File: src/rtl/rr_arbiter_8_pkg.sv
// rr_arbiter_8_pkg
//   Shared definitions for the 8-way round-robin arbiter: FSM state
//   encoding, requester count, and index width.
package rr_arbiter_8_pkg;

  localparam int NUM_REQ = 8;
  localparam int IDX_W   = 3;

  typedef enum logic {
    IDLE  = 1'b0,
    GRANT = 1'b1
  } arb_state_e;

endpackage

File: src/rtl/rr_arbiter_8_if.sv
// rr_arbiter_8_if
//   Requester-side bus of the arbiter.
//   en        : arbiter enable (requester side drives)
//   req       : request vector, bit i = requester i, level-held
//   gnt       : one-hot grant, zero when gnt_valid=0
//   gnt_valid : a grant is active
//   gnt_id    : binary index of the owner, meaningful when gnt_valid=1
//   master = requester side, slave = arbiter side.
interface rr_arbiter_8_if;
  import rr_arbiter_8_pkg::*;

  logic               en;
  logic [NUM_REQ-1:0] req;
  logic [NUM_REQ-1:0] gnt;
  logic               gnt_valid;
  logic [IDX_W-1:0]   gnt_id;

  modport master (
    output en, req,
    input  gnt, gnt_valid, gnt_id
  );

  modport slave (
    input  en, req,
    output gnt, gnt_valid, gnt_id
  );
endinterface

File: src/rtl/rr_arbiter_8_decoder.sv
// decoder_3_to_8_active_high
//   Binary-to-one-hot decoder with active-high enable.
//   x      : 3-bit index
//   enable : when 0 all outputs are 0
//   y      : one-hot output, y[x]=1 when enabled
module decoder_3_to_8_active_high
  import rr_arbiter_8_pkg::*;
(
  input  logic [IDX_W-1:0]   x,
  input  logic               enable,
  output logic [NUM_REQ-1:0] y
);

  always_comb begin
    y = '0;
    if (enable) y[x] = 1'b1;
  end

endmodule

File: src/rtl/rr_arbiter_8.sv
// rr_arbiter_8
//   Round-robin arbiter sharing one resource among eight requesters.
//   The owner index is registered; the one-hot grant is decoded from
//   registers only, so it never glitches on req. An owner that holds the
//   grant MAX_HOLD cycles while others wait is pre-empted (MAX_HOLD=0
//   disables this).
//   clk : system clock
//   rst : synchronous reset, active-high
//   bus : slave side of rr_arbiter_8_if (en, req in; gnt, gnt_valid, gnt_id out)
module rr_arbiter_8
  import rr_arbiter_8_pkg::*;
#(
  parameter int MAX_HOLD = 16
) (
  input  logic           clk,
  input  logic           rst,
  rr_arbiter_8_if.slave  bus
);

  localparam int HOLD_W   = (MAX_HOLD < 1) ? 1 : $clog2(MAX_HOLD + 1);
  localparam int HOLD_LIM = (MAX_HOLD < 1) ? 0 : MAX_HOLD - 1;
  localparam bit TO_EN    = (MAX_HOLD != 0);

  arb_state_e         state, state_nx;
  logic [IDX_W-1:0]   gnt_id, gnt_id_nx;
  logic [IDX_W-1:0]   ptr, ptr_nx;
  logic [HOLD_W-1:0]  hold_cnt, hold_nx;
  logic [NUM_REQ-1:0] gnt_w;
  logic [NUM_REQ-1:0] others;
  logic               gnt_valid;

  // First requester after p, scanning p+1 .. p+8 with wrap. Iterating from
  // the farthest candidate down lets the nearest one overwrite the result.
  function automatic logic [IDX_W-1:0] rr_pick(input logic [NUM_REQ-1:0] r,
                                               input logic [IDX_W-1:0]   p);
    logic [IDX_W-1:0] c;
    rr_pick = p;
    for (int k = NUM_REQ; k >= 1; k--) begin
      c = p + IDX_W'(k);
      if (r[c]) rr_pick = c;
    end
  endfunction

  assign gnt_valid = (state == GRANT);

  // Requests other than the current owner's.
  always_comb begin
    others         = bus.req;
    others[gnt_id] = 1'b0;
  end

  always_ff @(posedge clk) begin
    if (rst) begin
      state    <= IDLE;
      gnt_id   <= '0;
      ptr      <= IDX_W'(NUM_REQ - 1);
      hold_cnt <= '0;
    end else begin
      state    <= state_nx;
      gnt_id   <= gnt_id_nx;
      ptr      <= ptr_nx;
      hold_cnt <= hold_nx;
    end
  end

  always_comb begin
    state_nx  = state;
    gnt_id_nx = gnt_id;
    ptr_nx    = ptr;
    hold_nx   = hold_cnt;
    case (state)
      IDLE: begin
        // ptr deliberately untouched on a fresh grant.
        if (bus.en && |bus.req) begin
          gnt_id_nx = rr_pick(bus.req, ptr);
          hold_nx   = '0;
          state_nx  = GRANT;
        end
      end
      GRANT: begin
        if (!bus.en) begin
          state_nx = IDLE;
          hold_nx  = '0;
        end else if (!bus.req[gnt_id]) begin
          // Release: hand over in the same edge when someone is waiting.
          ptr_nx  = gnt_id;
          hold_nx = '0;
          if (|bus.req) gnt_id_nx = rr_pick(bus.req, gnt_id);
          else          state_nx  = IDLE;
        end else if (TO_EN && hold_cnt == HOLD_W'(HOLD_LIM) && |others) begin
          // Pre-empt: owner is excluded, so a competitor always wins.
          ptr_nx    = gnt_id;
          gnt_id_nx = rr_pick(others, gnt_id);
          hold_nx   = '0;
        end else if (hold_cnt != HOLD_W'(HOLD_LIM)) begin
          hold_nx = hold_cnt + 1'b1;
        end
      end
      default: state_nx = IDLE;
    endcase
  end

  decoder_3_to_8_active_high u_dec (
    .x      (gnt_id),
    .enable (gnt_valid),
    .y      (gnt_w)
  );

  assign bus.gnt       = gnt_w;
  assign bus.gnt_valid = gnt_valid;
  assign bus.gnt_id    = gnt_id;

endmodule

File: src/flat_wrapper.sv
// flat-port wrapper written by rule: the top's interface ports become plain ports
module rr_arbiter_8_flat import rr_arbiter_8_pkg::*;
#(
  parameter int MAX_HOLD = 16
)
  (clk, rst, bus_en, bus_req, bus_gnt, bus_gnt_valid, bus_gnt_id);
  rr_arbiter_8_if bus_i ();
  input  logic clk;
  input  logic rst;
  input wire logic [$bits(bus_i.en)-1:0] bus_en;
  input wire logic [$bits(bus_i.req)-1:0] bus_req;
  output wire logic [$bits(bus_i.gnt)-1:0] bus_gnt;
  output wire logic [$bits(bus_i.gnt_valid)-1:0] bus_gnt_valid;
  output wire logic [$bits(bus_i.gnt_id)-1:0] bus_gnt_id;
  assign bus_i.en = bus_en;
  assign bus_i.req = bus_req;
  assign bus_gnt = bus_i.gnt;
  assign bus_gnt_valid = bus_i.gnt_valid;
  assign bus_gnt_id = bus_i.gnt_id;
  rr_arbiter_8 #(.MAX_HOLD(MAX_HOLD)) u_core (.clk(clk), .rst(rst), .bus(bus_i));
endmodule
File: config.mk
export PLATFORM = sky130hd
export DESIGN_NAME = rr_arbiter_8_flat
export DESIGN_NICKNAME = d
export VERILOG_FILES = /design/src/rtl/rr_arbiter_8_pkg.sv /design/src/rtl/rr_arbiter_8_if.sv /design/src/rtl/rr_arbiter_8_decoder.sv /design/src/rtl/rr_arbiter_8.sv /design/src/flat_wrapper.sv
export SDC_FILE = /design/constraint.sdc
export NUM_CORES = 1
export LEC_CHECK = 0
export CAP_MARGIN = 20
export CELL_PAD_IN_SITES_DETAIL_PLACEMENT = 0
export CELL_PAD_IN_SITES_GLOBAL_PLACEMENT = 2
export CORE_MARGIN = 4
export CORE_UTILIZATION = 36
export CTS_CLUSTER_DIAMETER = 120
export CTS_CLUSTER_SIZE = 14
export DETAILED_ROUTE_END_ITERATION = 10
export MAX_ROUTING_LAYER = met4
export PLACE_DENSITY = 0.87
export SETUP_SLACK_MARGIN = 0.15
export SLEW_MARGIN = 10
export SYNTH_ARGS = -nofsm -noshare
export SYNTH_HDL_FRONTEND = slang
export SYNTH_SLANG_ARGS = --single-unit
File: constraint.sdc
create_clock -name clk -period 4.23 [get_ports clk]
set_input_delay 0.423 -clock clk [delete_from_list [all_inputs] [get_ports clk]]
set_output_delay 0.423 -clock clk [all_outputs]
set_load 0.01 [all_outputs]
# == Word level (Yosys, flattened, before mapping) ==
# Index checks and enable logic that the tools add are counted.
# word_totals
reg_bits,12
inputBits,11
output_inout_bits,12
word_cells,143
# op_classes
n_addsub,15
n_lt_le_gt_ge,16
n_eq_ne,10
mux,87
bitwise,3
reduce_logical,8
# ops
op,count
$mux 3,28
$bmux 1 s3,22
$lt 3x4->1 const B,15
$mux 1,27
$mux 5,5
$add 3x3->3 const B,8
$ne 9x9->1 const B,2
$reduce_or 8->1,2
$add 3x2->3 const B,4
$pmux 5 s2,1
$and 8x8->8,1
$mux 8,1
$not 8->8,1
$add 3x1->3 const B,2
$ne 3x3->1 const B,2
$pmux 3 s2,1
$reduce_and 6->1,1
$add 5x1->5 const B,1
$eq 5x4->1 const B,1
$ne 5x4->1 const B,1
$ne 5x5->1 const B,1
$ne 2x2->1 const B,2
$demux 1 s3,1
$ge 3x1->1 const B,1
6 further kinds,8

# == Depth between registers and ports, before layout ==
# depth
word_depth,19
depth_mapped,13
ltp_nobuf,9

# == By module ==
# Synthesis repeated with hierarchy kept, for this count alone.
# unflattened
cells_unflattened,332
area_unflattened_um2,2737.6
# by_module_without_submodules
module,instances,cells_each,area_per_inst_um2,seq_area_each_um2
rr_arbiter_8,1,324,2641.3,240.2
decoder_3_to_8_active_high,1,8,96.3,0.0

# == Worst setup path after synthesis ==
# Ideal clock, no wire load.
# synth_timing
path_kind,register to register
start,register u_core.gnt_id[1] (netlist: u_core.bus.gnt_id[1])
end,register u_core.gnt_id[1] (netlist: u_core.bus.gnt_id[1])
setup_time_ns,0.144
arrival_ns,3.448
required_time_ns,4.086
slack_ns,0.637
path_stages_with_launch,13
n_path_buf,3
synth_period_minus_slack_ns,3.593
path_cell_list,dfxtp_1 clkbuf_1 inv_1 buf_1 ha_1 buf_2 mux4_2 mux2_4 o21ba_1 nor3_1 o31ai_1 nor4bb_1 a221oi_2
# synth_via
elab_chain_len,18
elab_cells_between_ends,70
cone_classes,7 x add/sub; 2 x order compare; 4 x eq/ne; 51 x mux; 2 x bitwise; 4 x reduce/logical
# synth_rtl
item,line_no,source
start: declaration,rr_arbiter_8.sv:25,"logic [IDX_W-1:0] gnt_id, gnt_id_nx;"
start signal: assignment,rr_arbiter_8.sv:60,gnt_id <= gnt_id_nx;
$lt 3x4->1 (implied by the code) / $ge 3x1->1 (equally long branches),rr_arbiter_8.sv:49,others[gnt_id] = 1'b0;
$logic_and 1x1->1 (implied by the code),rr_arbiter_8.sv:49,
$mux 1 (implied by the code),rr_arbiter_8.sv:49,
$demux 1 s3,--,
$not 8->8 (no line),--,
$and 8x8->8 (no line),--,
$bmux 1 s3,rr_arbiter_8.sv:40,if (r[c]) rr_pick = c;
$mux 1 (implied by the code),rr_arbiter_8.sv:40,
$mux 3 (6 in series),rr_arbiter_8.sv:40,
$mux 3,rr_arbiter_8.sv:90,end else if (TO_EN && hold_cnt == HOLD_W'(HOLD_LIM) && |others) begin
$mux 3,rr_arbiter_8.sv:84,end else if (!bus.req[gnt_id]) begin
$mux 3,rr_arbiter_8.sv:81,if (!bus.en) begin
$pmux 3 s2,rr_arbiter_8.sv:71,case (state)
# Several ways; a longest one is shown, not always the timed one. The select of a mux whose other input is x is not followed.
# A chain may end at the register's enable or synchronous reset.

# == Final worst setup path ==
# layout_timing
start,register u_core.ptr[1]
end,register u_core.gnt_id[1] (netlist: u_core.bus.gnt_id[1])
# layout_via
elab_chain_len,12
elab_cells_between_ends,30
cone_classes,7 x add/sub; 23 x mux
# layout_rtl
item,line_no,source
start: declaration,rr_arbiter_8.sv:26,"logic [IDX_W-1:0] ptr, ptr_nx;"
start signal: assignment,rr_arbiter_8.sv:56,ptr <= IDX_W'(NUM_REQ - 1);
start signal: assignment,rr_arbiter_8.sv:61,ptr <= ptr_nx;
$add 3x3->3,rr_arbiter_8.sv:39,c = p + IDX_W'(k);
$bmux 1 s3,rr_arbiter_8.sv:40,
$mux 1 (implied by the code),rr_arbiter_8.sv:40,
$mux 3 (6 in series),rr_arbiter_8.sv:40,
$mux 3 *,rr_arbiter_8.sv:40,
$mux 3 *,rr_arbiter_8.sv:74,if (bus.en && |bus.req) begin
$pmux 3 s2 *,rr_arbiter_8.sv:71,
# Mark *: on every way between the ends. The rest lies on a longest branch, timed or not. The select of a mux whose other input is x is not followed.

==> metrics.md <==
| Metric | Value |
|---|---|
| Status | `completed` |
| # clock sinks | `12` |
| Simple-Gate Fraction of Synth Area | `0.197` |
| Max Clock Skew | `0.00477 ns` |
| Layout Utilization | `0.412` |
| Post-CTS setup buffer count | `0` |
| Post-DR wirelength/cell | `18.6 um` |
| Netlist cell types | `68` |
| Post-CTS Resized | `0` |
| Max Cap Viol | `0` |
| Clock tree buffer depth | `2` |
| Slew Limit Headroom | `0.495` |
| First-pass GRT wire length | `12900 um` |
| DRC | `0` |
| Critical path arrival | `3.88 ns` |
| Setup TNS Final | `0 ns` |
| GP Congestion | `0.887` |
| Static leakage | `1.08 nW` |
| Post-CTS Hold Buffers | `0` |
| Hold WC Path Type | `reg -> reg` |
| Post-synthesis xor/xnor area fraction | `0.0224` |
| Mux contribution to synthesized area | `0.307` |
| Peak Freq | `268 MHz` |
| Post-synth EDFFs | `0` |
| DR vias | `2767` |
| Critical path start-end classification | `reg -> reg` |
| Vias in the first global route | `2414` |
| Later-pin clock latency in the skew report | `0.24 ns` |
| Comb pwr share | `0.770` |
| Critical Path RT | `4.38 ns` |
| Initial DRC Count | `254` |
| Clk root buf | `clkbuf_8` |
| RSZ-0062 raised after global routing | `false` |
| PD cells | `333 nW/um^2` |
| H-tree Lvls | `1` |
| Main combinational cell family by area after synthesis | `multiplexers` |
| Commonest non-fill, non-tap cell in the layout | `nor2_1` |
| Die Area | `9050 sq um` |
| Final setup vio count | `0` |
| Seq pwr share | `0.130` |
| CP startpoint kind | `flop` |
| Period minus WS final | `3.73 ns` |
| Largest net degree at the start of global routing | `29` |
| Clk pwr share | `0.100` |
| Nets | `353` |
| DRT Pass-1 Iters | `5` |
| Worst setup EP type | `flop` |
| Yosys reg bits | `12` |
| Row count | `31` |
| Final wirelength | `7990 um` |
| Die width | `95.1 um` |
| Reg clk slew, reported paths | `0.05 ns` |
| Fin. Hold Viols | `0` |
| Vias per std cell | `6.45` |
| ANT nets after route | `0` |
| Syn_nets | `347` |
| Max VDD drop | `0.0000990 V` |
| Post-synthesis cell count | `326` |
| Gr usage total | `0.181` |
| Internal power | `0.000512 W` |
| Top_reg_cell synth | `dfxtp_1` |
| Area delta synth->final | `10.6%` |
| Area fraction in compound gates after synthesis | `0.272` |
| Worst Tran Pin Value | `0.737 ns` |
| Most frequent cells in the layout | `36 x nor2_1, 22 x clkdlybuf4s50_1, 19 x nand2_1, 16 x nor3_1, 16 x mux2i_1` |
| Detail Placement HPWL | `5990 um` |
| Initial Utilization | `0.373` |
| Sw Pwr | `0.000496 W` |
| Die H | `95.1 um` |
| Final worst-path cycle share | `0.882` |
| Synth Cell Area | `2730 sq um` |
| Total core area | `7330 sq um` |
| Area share of fa/ha/maj cells after synthesis | `0.0458` |
| Sequential cell area fraction in the yosys report | `0.0879` |
| Slew Viols, Final | `0` |
| Port bufs | `22` |
| Global route overflow | `0` |
| CTS buffer count | `3` |
| Initial antenna violation count | `0` |
| Syn. warnings | `0` |
| Mean Syn Cell Area | `8.39 sq um` |
| Total I/O pin count | `23` |
| Post-synth ARST share | `0` |
| Switch share | `0.492` |
| TritonCTS clock tree | `yes` |
| Proportion of layout cells with a drive suffix above 1 | `0.139` |
| CP Max Fanout | `13` |
| # diodes | `0` |
## kinds of logic (layout without fill, tap and decap cells)
family          after synthesis  after routing
compound gates               96             96
xor+xnor                      7              7
fa+ha+maj                    10             10
buf+inv                      40             44
flops                        12             12
mux                          52             52
simple gates                109            109
## state kept, by name (all words and copies together) (netlist names)
| name | cells |
|---|---|
| u_core.bus.gnt_id | 3 |
| u_core.bus.gnt_valid | 1 |
| u_core.hold_cnt | 5 |
| u_core.ptr | 3 |
## layer usage
| layer | GRT usage | wire [um] |
|---|---|---|
| met5 | - | 0 |
| met3 | 0.0103 | 583 |
| met4 | 0.0300 | 119 |
| met2 | 0.283 | 3720 |
| met1 | 0.262 | 3570 |
## metrics by stage
stage	hold slack, ns	instances	instance area, sq um	setup WS [ns]	power, W
5_1_grt	0.536	429	3020	0.310	0.00108
2_1_floorplan	0.457	326	2730	0.637	0.000730
3_5_place_dp	0.485	426	2980	0.597	0.000895
6_report	0.486	429	3020	0.500	0.00101
3_3_place_gp	0.473	426	2980	0.481	0.000905
4_1_cts	0.497	429	3020	0.562	0.00100
## worst max-delay path, stage by stage, from the launching register on
cell	delay [ns]
dfxtp_1	0.62
inv_1	0.31
ha_1	0.62
mux4_2	0.63
mux2i_1	0.36
nand4bb_1	0.16
mux2_2	0.28
o211ai_1	0.27
a2bb2oi_1	0.15
a221oi_2	0.24
## path summary, 6_finish.rpt
check | from | to | slack (ns) | cells after the start
worst max-delay path | u_core.ptr[1]$_SDFFE_PP1P_ | u_core.bus.gnt_id[1]$_SDFFE_PP0P_ | 0.50 | 9
worst min-delay path | u_core.hold_cnt[4]$_SDFFE_PP0P_ | u_core.hold_cnt[4]$_SDFFE_PP0P_ | 0.49 | 2
worst max register to register | u_core.ptr[1]$_SDFFE_PP1P_ | u_core.bus.gnt_id[1]$_SDFFE_PP0P_ | 0.50 | 9
worst min register to register | u_core.hold_cnt[4]$_SDFFE_PP0P_ | u_core.hold_cnt[4]$_SDFFE_PP0P_ | 0.49 | 2
## synth_stat cells (all sizes together), types with 9 or more instances
cell type / number / share of area
nor2: 36 / 0.049
mux4: 21 / 0.18
nand2: 19 / 0.026
clkbuf: 17 / 0.023
mux2i: 17 / 0.064
nor3: 16 / 0.029
o21ai: 15 / 0.027
mux2: 14 / 0.060
a21oi: 13 / 0.024
inv: 13 / 0.018
dfxtp: 12 / 0.088
ha: 10 / 0.046
a221oi: 9 / 0.033
buf: 9 / 0.026
## power groups by stage
stage          Sequential [W]  Clock, W  Combinational [W]
5_1_grt              0.000132  0.000111           0.000834
3_3_place_gp         0.000133         0           0.000772
4_1_cts              0.000131  0.000106           0.000766
6_report             0.000131  0.000100           0.000776
2_1_floorplan        0.000133         0           0.000597
3_5_place_dp         0.000133         0           0.000762
## area by class of cell
| cell class | count | area, sq um |
|---|---|---|
| multi-input combinational | 274 | 2310 |
| timing repair buffer | 27 | 258 |
| sequential | 12 | 240 |
| inverter | 14 | 52.6 |
| tap | 99 | 124 |
| fill | 706 | 4310 |
| clock buffer | 3 | 41.3 |
(Power assumes the default switching activity.)
